File: src/rtl/guess_entry_ctrl.sv
// Player-input front end for the hex guessing game: debounced buttons build a
// 4-digit guess, submit it to guess_checker, and track tries and win/loss.
module guess_entry_ctrl #(
    parameter int DEBOUNCE_CYCLES = 1_000_000,
    parameter int MAX_TRIES       = 10,
    parameter int RESULT_LATENCY  = 1
) (
    input  logic        clk,
    input  logic        reset,
    input  logic [3:0]  digit_sw,
    input  logic        btn_enter,
    input  logic        btn_back,
    input  logic        btn_new,
    input  logic [3:0]  correct_place_count,
    output logic [15:0] guess,
    output logic        guess_valid,
    output logic [2:0]  digit_count,
    output logic [3:0]  tries_used,
    output logic        game_won,
    output logic        game_lost
);

    localparam int CNT_W  = (DEBOUNCE_CYCLES > 1) ? $clog2(DEBOUNCE_CYCLES) : 1;
    localparam int WAIT_W = (RESULT_LATENCY > 1) ? $clog2(RESULT_LATENCY) : 1;
    localparam logic [CNT_W-1:0]  CNT_LAST  = CNT_W'(DEBOUNCE_CYCLES - 1);
    localparam logic [WAIT_W-1:0] WAIT_LAST = WAIT_W'(RESULT_LATENCY - 1);
    localparam logic [3:0]        TRIES_MAX = 4'(MAX_TRIES);

    typedef enum logic [2:0] {
        ST_ENTRY,
        ST_SUBMIT,
        ST_WAIT,
        ST_WON,
        ST_LOST
    } state_t;

    // Button order in the vectors below: [0]=enter, [1]=back, [2]=new
    logic [2:0]       btn_raw;
    logic [2:0]       sync_p0;
    logic [2:0]       sync_p1;
    logic [2:0]       level;
    logic [2:0]       press;
    logic [CNT_W-1:0] cnt [3];

    assign btn_raw = {btn_new, btn_back, btn_enter};

    // Synchronizer stages, then a per-button run counter; press fires with the 0->1 level change
    always_ff @(posedge clk or posedge reset) begin
        if (reset) begin
            sync_p0 <= '0;
            sync_p1 <= '0;
            level   <= '0;
            press   <= '0;
            for (int i = 0; i < 3; i++) begin
                cnt[i] <= '0;
            end
        end else begin
            sync_p0 <= btn_raw;
            sync_p1 <= sync_p0;
            for (int i = 0; i < 3; i++) begin
                press[i] <= 1'b0;
                if (sync_p1[i] == level[i]) begin
                    cnt[i] <= '0;
                end else if (cnt[i] == CNT_LAST) begin
                    cnt[i]   <= '0;
                    level[i] <= sync_p1[i];
                    press[i] <= sync_p1[i];
                end else begin
                    cnt[i] <= cnt[i] + CNT_W'(1);
                end
            end
        end
    end

    logic press_enter;
    logic press_back;
    logic press_new;

    assign press_enter = press[0];
    assign press_back  = press[1];
    assign press_new   = press[2];

    state_t            state;
    logic [WAIT_W-1:0] wait_cnt;

    // Game FSM stage: all outputs registered here
    always_ff @(posedge clk or posedge reset) begin
        if (reset) begin
            state       <= ST_ENTRY;
            guess       <= '0;
            digit_count <= '0;
            tries_used  <= '0;
            guess_valid <= 1'b0;
            game_won    <= 1'b0;
            game_lost   <= 1'b0;
            wait_cnt    <= '0;
        end else if (press_new) begin
            state       <= ST_ENTRY;
            guess       <= '0;
            digit_count <= '0;
            tries_used  <= '0;
            guess_valid <= 1'b0;
            game_won    <= 1'b0;
            game_lost   <= 1'b0;
            wait_cnt    <= '0;
        end else begin
            guess_valid <= 1'b0;
            case (state)
                ST_ENTRY: begin
                    if (press_enter && !press_back) begin
                        if (digit_count == 3'd4) begin
                            state       <= ST_SUBMIT;
                            guess_valid <= 1'b1;
                            tries_used  <= tries_used + 4'd1;
                        end else begin
                            guess       <= {guess[11:0], digit_sw};
                            digit_count <= digit_count + 3'd1;
                        end
                    end else if (press_back && !press_enter && digit_count != 3'd0) begin
                        guess       <= {4'h0, guess[15:4]};
                        digit_count <= digit_count - 3'd1;
                    end
                end
                ST_SUBMIT: begin
                    state    <= ST_WAIT;
                    wait_cnt <= '0;
                end
                ST_WAIT: begin
                    // Result is valid RESULT_LATENCY cycles after the strobe cycle
                    if (wait_cnt == WAIT_LAST) begin
                        if (correct_place_count == 4'd4) begin
                            state    <= ST_WON;
                            game_won <= 1'b1;
                        end else if (tries_used == TRIES_MAX) begin
                            state     <= ST_LOST;
                            game_lost <= 1'b1;
                        end else begin
                            state       <= ST_ENTRY;
                            guess       <= '0;
                            digit_count <= '0;
                        end
                    end else begin
                        wait_cnt <= wait_cnt + WAIT_W'(1);
                    end
                end
                ST_WON, ST_LOST: begin
                    state <= state;
                end
                default: begin
                    state <= ST_ENTRY;
                end
            endcase
        end
    end

endmodule

File: config.mk
export PLATFORM = sky130hd
export DESIGN_NAME = guess_entry_ctrl
export DESIGN_NICKNAME = d
export VERILOG_FILES = /design/src/rtl/guess_entry_ctrl.sv
export SDC_FILE = /design/constraint.sdc
export NUM_CORES = 1
export LEC_CHECK = 0
export CORE_ASPECT_RATIO = 0.75
export CORE_UTILIZATION = 50
export CTS_CLUSTER_DIAMETER = 30
export DETAILED_ROUTE_END_ITERATION = 6
export DONT_BUFFER_PORTS = 1
export MAX_ROUTING_LAYER = met4
export PLACE_DENSITY = 0.65
export SYNTH_ARGS = -nofsm -noshare
export SYNTH_HDL_FRONTEND = slang
export SYNTH_SLANG_ARGS = --single-unit
File: constraint.sdc
create_clock -name clk -period 7.49 [get_ports clk]
set_clock_uncertainty 0.15 [all_clocks]
set_input_delay 0.3745 -clock clk [delete_from_list [all_inputs] [get_ports clk]]
set_output_delay 0.3745 -clock clk [all_outputs]
set_load 0.02 [all_outputs]
# Word level (Yosys, flattened, before mapping)
# Index checks and enable logic that the tools add are counted.
# op_classes
multipliers	0
order_cmp	0
eq_ne	23
n_reduce_logical	24
add_sub_neg	7
div_mod_pow	0
n_mux	55
n_bitwise	3
shifts	0
# ops
op	count
$mux 20	6
$mux 16	7
$add 20x1->20 const B	3
$eq 20x20->1 const B	3
$mux 3	13
$pmux 16 s2	1
$mux 1	21
$mux 4	4
$ne 3x3->1 const B	5
$pmux 3 s4	1
$reduce_bool 2->1	6
$reduce_bool 3->1	3
$ne 4x4->1 const B	2
$reduce_and 4->1	2
$eq 3x2->1 const B	2
$eq 3x3->1 const B	2
$ne 2x2->1 const B	3
$pmux 3 s2	1
$reduce_and 2->1	3
$reduce_and 3->1	2
$reduce_and 6->1	1
$add 4x1->4 const B	1
$eq 4x3->1 const B	1
$eq 4x4->1 const B	1
other kinds (11)	18
# word_totals
romBits	0
output_inout_bits	26
input_bits	13
latch_bits	0
memories	0
regBits	102
ramBits	0
wordCells	129

# Depth between registers and ports, before layout
# Gate-level depths: netlist (run 1).
# logic_depth
ltp_word	7
depth_mapped	8
ltp_nobuf	6

# Worst setup path before layout (run 1)
# No wires, ideal clock.
# synth_path
path_kind	flip-flop to flip-flop
startpoint	register tries_used[0]
endpoint	register guess[0]
slack_ns	5.166
t_arrival_ns	2.049
n_path_buf	2
required_ns	7.215
stages_incl_launch_ff	9
setup_ns	0.125
path_cell_list	dfrtp_1 > inv_1 > ha_1 > nand4bb_1 > or4b_1 > o2111a_1 > buf_4 > buf_6 > mux2_4
# synth_via
elab_chain_len	3
# synth_lines
element	line_no	text
start, declared	18	output logic [3:0] tries_used,
start signal, assigned	114	tries_used <= tries_used + 4'd1;
$eq 4x4->1	134	end else if (tries_used == TRIES_MAX) begin
$ne 3x3->1 (no line)	-	
$reduce_and 6->1 (no line)	-	
end signal, assigned	116	guess <= {guess[11:0], digit_sw};
end signal, assigned	120	guess <= {4'h0, guess[15:4]};
end, declared	15	output logic [15:0] guess,
# No other way between the ends.
# A chain may end at the register's enable or synchronous reset.

# Final worst setup path (run 1)
# layout_path
startpoint	register tries_used[0]
endpoint	register guess[10]
# Same word-level chain as after synthesis.

==> out/qor.csv, run 1 <==
metric,value,unit
grt_max_degree,56,
syn_nets,497,
avgSynthCellArea,10.4,um2
wl,9040,um
crit_family,simple AND/OR/NAND/NOR gates,
cts_resized,0,
met2_length,3990,um
synth_edf_count,0,
area_growth_syn_to_layout,8.64,%
ys_async_sr_fraction,100,%
critical_path_arrival,2.75,ns
cts_root_buf,clkbuf_16,
vias,3463,
synth_area_leaders,"dfrtp_1 51%, xnor2_1 4.9%, nor2_1 3.8%",
antenna_found_initial,0,
syn-cell-area,4980,um2
wl_met3,365,um
critPathKind,flip-flop to flip-flop,
peakVddDrop,0.131,mV
hold_violations,0,
cts.sinks,101,
slew_headroom,32.9,%
grt_overflow,0,
period_minus_slack,2.67,ns
crit_start,tries_used[0],
tightest_slew,1.01,ns
setup_tns,0,ns
cp_max_fo,19,
grt_pass1_vias,3179,
cap_violations,0,
die_h,88.5,um
ys_seq_area_share,50.7,%
cp.depth,6,
topRoutingLayerUsed,met4,
r2r_slack,4.82,ns
critPathSlowestCell,or4b_1,
r2r-start,tries_used[0],
post_cts_buffers,0,
hpwlAfterDp,5970,um
port_buffers,0,
drive_gt1_share,7.45,%
final_max_slew_viol_count,0,
nFillCells,825,
n_antenna_cell,0,
insertion_delay,0.34,ns
crit_buf_inv,1,
die_w,117,um
cts_buffer_depth,2,
synth.largest_area_cell,dfrtp_1,
cts_tree,yes,
cts_made_buffers,9,
drtIter0Drc,136,
firstDrtPassIters,4,
globalplace.congestion,0.805,
ys_seq_elements,101,
io_pins,39,
nNetsFinal,497,
crit_path_start_kind,flip-flop,
yosys.cell_types.count,54,
power-per-cell-area,189,nW/um2
rows,31,
grt_first_pass_wirelength,15100,um
synth_commonest_cells,"101 x dfrtp_1, 51 x nor2_1, 28 x xnor2_1, 23 x nand3_1, 22 x a21oi_1",
wl_met1,4580,um
path_clk_slew,0.06,ns
fp.dieArea,10400,um2
status,completed,
fmax,374,MHz
finalCritPeriodShare,35.7,%
drtAntennaViolNets,0,
setup_violations,0,
holdBufCountCts,4,
grt_usage,19.6,%
post-route-drc-count,0,
cp_slowest_stage_delay,0.54,ns
cts_htree_levels,3,
cp_cell_sequence,"inv_1, ha_1, nand4bb_1, or4b_1, o2111a_1, mux2_1",
fin_hold_ws,0.202,ns
rsz0062_at_grt,no,
worstSetupEndpoint,guess[10],
ys.flop_type,dfrtp_1,
r2r.worst_path.cells,6,
power_leakage,0.00221,uW
critPathRequiredTime,7.56,ns
wl_per_cell,14.7,um
synth_warnings,0,
r2r_end,guess[10],
postSynthCellCount,478,
hold_class,input port to flip-flop,
end_kind,flip-flop,
viasPerCell,5.63,
yosysMostFrequentCell,dfrtp_1,
coreArea,9660,um2
initial_core_util,51.6,%
netlist.area_leader.share,50.7,%
## cells in the final DEF (no fill, tap or decap), types with 12 or more instances in the layout
master | Yosys | layout
dfrtp_1 | 101 | 101
nor2_1 | 51 | 51
xnor2_1 | 28 | 28
nand3_1 | 23 | 23
a21oi_1 | 22 | 22
nand2_1 | 21 | 21
inv_1 | 17 | 16
nor2b_1 | 16 | 15
mux2i_1 | 15 | 15
nor3_1 | 14 | 14
nand4_1 | 13 | 13
xor2_1 | 13 | 13
or3_1 | 13 | 13
or4_1 | 12 | 12
o21ai_0 | 12 | 12
## how the worst min path moves through the flow
| stage | startpoint | depth (start not counted) | to |
|---|---|---|---|
| after floorplan | sync_p0[0] | 0 | sync_p1[0] |
| after global placement | reset | 1 | cnt[18] |
| after detailed placement | sync_p0[0] | 0 | sync_p1[0] |
| after CTS | digit_sw[0] | 3 | guess[0] |
| after global routing | digit_sw[0] | 3 | guess[0] |
| final | digit_sw[0] | 3 | guess[0] |
## cells by family (layout without fill, tap and decap cells)
logic type / count (synthesis) / after routing / synth area share [%]
XOR/XNOR: 41 / 41 / 7.21
buffers and inverters: 35 / 40 / 2.94
flip-flops: 101 / 101 / 50.7
AO/OA/AOI/OAI: 54 / 54 / 6.58
adder cells (fa/ha/maj): 6 / 6 / 1.66
AND/OR/NAND/NOR: 207 / 207 / 23.1
multiplexers: 34 / 34 / 7.83
## power by group
group / total, uW / internal (uW) / leakage, uW / switching, uW
registers: 557 / 551 / 0.00137 / 5.98
clock network: 439 / 243 / 0.000132 / 196
logic: 27.0 / 7.33 / 0.000709 / 19.7
## routing by layer
metal,up-vias,track usage [%]
li1,1693,-
met1,1714,26.5
met2,45,28.2
met3,11,5.48
met4,0,6.79
met5,-,-
## state kept, by name, indices dropped and copies added (netlist names)
register / flops
digit_count: 3
cnt: 60
level: 3
game_won: 1
press: 3
state: 3
game_lost: 1
tries_used: 4
guess_valid: 1
sync_p0: 3
guess: 16
sync_p1: 3
## metrics by stage
| stage | setup slack [ns] | instance area [um2] | total power [uW] | instances | util, % |
|---|---|---|---|---|---|
| global placement | 4.89 | 5090 | 593 | 595 | 52.7 |
| CTS | 4.81 | 5410 | 1040 | 615 | 56.1 |
| global route | 4.67 | 5410 | 1070 | 615 | 56.1 |
| detailed placement | 4.82 | 5090 | 594 | 595 | 52.7 |
| floorplan | 4.32 | 4980 | 586 | 478 | - |
| finish | 4.82 | 5410 | 1020 | 615 | 56.1 |
## cell type report
| class | count | area, um2 | share of cell area, % |
|---|---|---|---|
| flip-flops and latches | 101 | 2530 | 46.7 |
| inverters | 17 | 66.3 | 1.22 |
| repair buffers | 7 | 62.6 | 1.16 |
| clock buffers | 13 | 260 | 4.81 |
| clock inverters | 3 | 20.0 | 0.370 |
| multi-input cells | 342 | 2310 | 42.7 |
| well taps | 132 | 165 | 3.05 |
## worst reg2reg max path: stages, from the launching register on
cell and delay [ns]:
dfrtp_1 0.50, inv_1 0.10, ha_1 0.15, nand4bb_1 0.15
or4b_1 0.54, o2111a_1 0.48, mux2_1 0.47
No activity file was read; power rests on OpenSTA's default activity.
==> run 2, diff against run 1 <==
Settings changed: ABC_AREA set to 1.
Clock period 7.49 ns to 2.65 ns, I/O delays scaled along.
==> run 2 against run 1 <==
- clock-buffer cell count increased by 1
- sequential share of layout area decreased by 4.1 points
- clock power increased to 2.9 times the previous value
- global-route usage increased by 3.4 points
- register-to-register slack got worse by 4.1 ns
- utilization increased by 0.93 points
- synthesized area increased by 8.5%
- highest routed layer unchanged
==> out/qor.csv, run 2 <==
metric,value,unit
status,completed,
fmax,512,MHz
finalCritPeriodShare,73.8,%
synth_warnings,0,
synthAdderAreaFrac,1.53,%
pre_cts_slack,0.709,ns
crit_path_start_kind,flip-flop,
ys_seq_area_share,46.7,%
critical_path_arrival,2.04,ns
ys_seq_elements,101,
hold_start,correct_place_count[3],
ys.flop_type,dfrtp_1,
post-route-drc-count,0,
globalplace.congestion,0.869,
vias,4466,
nNetsFinal,733,
largest-register,cnt,
drtAntennaViolNets,0,
hold_violations,0,
synth_edf_count,0,
coreArea,10400,um2
peakVddDrop,0.302,mV
slew_headroom,40.3,%
yosys.cell_types.count,32,
syn-cell-area,5410,um2
grt_overflow,0,
timing.final.ws_setup,0.696,ns
critPathKind,flip-flop to flip-flop,
fp.dieArea,11200,um2
setup_tns,0,ns
synth_commonest_cells,"166 x nand2_1, 128 x nor2_1, 101 x dfrtp_1, 77 x inv_1, 71 x nand3_1",
area_growth_syn_to_layout,9.72,%
end_kind,flip-flop,
layout_common_cells,"166 x nand2_1, 128 x nor2_1, 101 x dfrtp_1, 76 x inv_1, 71 x nand3_1",
wl_per_cell,13.2,um
grt_usage,23.0,%
synth_area_leaders,"dfrtp_1 47%, nand2_1 12%, nor2_1 8.9%",
yosysMostFrequentCell,nand2_1,
ys_async_sr_fraction,100,%
drive_gt1_share,7.66,%
synth.largest_area_cell,dfrtp_1,
avgSynthCellArea,7.77,um2
wl,11200,um
insertion_delay,0.35,ns
path_clk_slew,0.06,ns
cts.sinks,101,
die_h,92.1,um
cts_made_buffers,9,
cts_htree_levels,3,
cts_tree,yes,
grt_pass1_vias,4215,
hpwlAfterDp,7900,um
setup_violations,0,
syn_nets,715,
viasPerCell,5.23,
synthXorXnorAreaFrac,5.35,%
top_regs,"cnt: 60 flops, guess: 16 flops, tries_used: 4 flops",
synth_top_family_by_area,simple AND/OR/NAND/NOR gates,
netlist.area_leader.share,46.7,%
largest_register_ffs,60,
grt_max_degree,46,
cp_max_fo,19,
power_leakage,0.00272,uW
hold_class,input port to flip-flop,
muxShareOfSynthArea,0,%
final_common_cell,nand2_1,
synth_compound_area_share,4.49,%
cap_violations,0,
final_max_slew_viol_count,0,
cts_buffer_depth,2,
antenna_found_initial,0,
tightest_slew,0.894,ns
die_w,122,um
rsz0062_at_grt,no,
port_buffers,0,
firstDrtPassIters,5,
r2r-start,tries_used[0],
yosys.area_share.simple,34.7,%
drtIter0Drc,343,
critPathRequiredTime,2.73,ns
io_pins,39,
cts_root_buf,clkbuf_16,
rows,32,
period_minus_slack,1.95,ns
finalPower,2920,uW
crit_start,tries_used[0],
grt_first_pass_wirelength,19600,um
post_cts_buffers,0,
n_antenna_cell,0,
postSynthCellCount,696,
initial_core_util,51.9,%
power-per-cell-area,493,nW/um2
run 2: final timing paths:
path | slack, ns | to | depth (start not counted)
hold / removal | 0.02 | game_won | 5
max in group asynchronous | 1.32 | sync_p0[0] | 3
hold reg to reg | 0.20 | sync_p1[1] | 0
min in group asynchronous | 0.30 | cnt[48] | 2
setup / recovery | 0.70 | digit_count[2] | 10
setup reg to reg | 0.70 | digit_count[2] | 10
run 2: repair_timing:
| action | 4_1_cts | 5_1_grt |
|---|---|---|
| hold endpoints to repair | 47 | 0 |
| resized for setup | 0 | 0 |
| hold buffers | 9 | 0 |
run 2: logic make-up (layout without fill, tap and decap cells):
kind of cell             Yosys count  after routing
AO/OA/AOI/OAI                     45             45
XOR/XNOR                          33             33
adder cells (fa/ha/maj)            6              6
buffers and inverters             92            114
flip-flops                       101            101
AND/OR/NAND/NOR                  419            419
run 2: final cells by class:
cell class              instances  area [um2]
clock inverters                 1        5.00
flip-flops and latches        101        2530
well taps                     136         170
multi-input cells             503        2490
inverters                      85         323
fillers                       982        4480
clock buffers                  14         274
repair buffers                 14         140
run 2: stage by stage:
| stage | hold slack [ns] | cell area (um2) | util [%] | instances |
|---|---|---|---|---|
| CTS | 0.00786 | 5930 | 57.0 | 854 |
| global route | 0.0745 | 5930 | 57.0 | 854 |
| finish | 0.0193 | 5930 | 57.0 | 854 |
| floorplan | 0.0139 | 5410 | - | 696 |
| detailed placement | 0.0140 | 5560 | 53.4 | 830 |
| global placement | 0.0140 | 5560 | 53.4 | 830 |
run 2: worst max-delay path: stages (launching register included):
cell and delay [ns]:
dfrtp_1 0.56, inv_1 0.08, ha_1 0.21, nand2_1 0.06
inv_1 0.05, nand2_2 0.09, nor2_2 0.06, nor2_4 0.10
nand4_4 0.27, nand2_1 0.15, nand2_1 0.06
run 2: metal layers:
metal  up-vias  track usage, %  share of wire, %
li1       2224               -                 -
met1      2090            32.3                50
met2       122            32.2                43
met3        30            5.29               5.1
met4         0            8.33               1.9
met5         -               -                 0
run 2: where the power goes:
part	switching, uW	internal, uW	total, uW
Clock	554	709	1260
Sequential	9.56	1560	1570
Combinational	64.6	28.3	92.9
Total	628	2290	2920
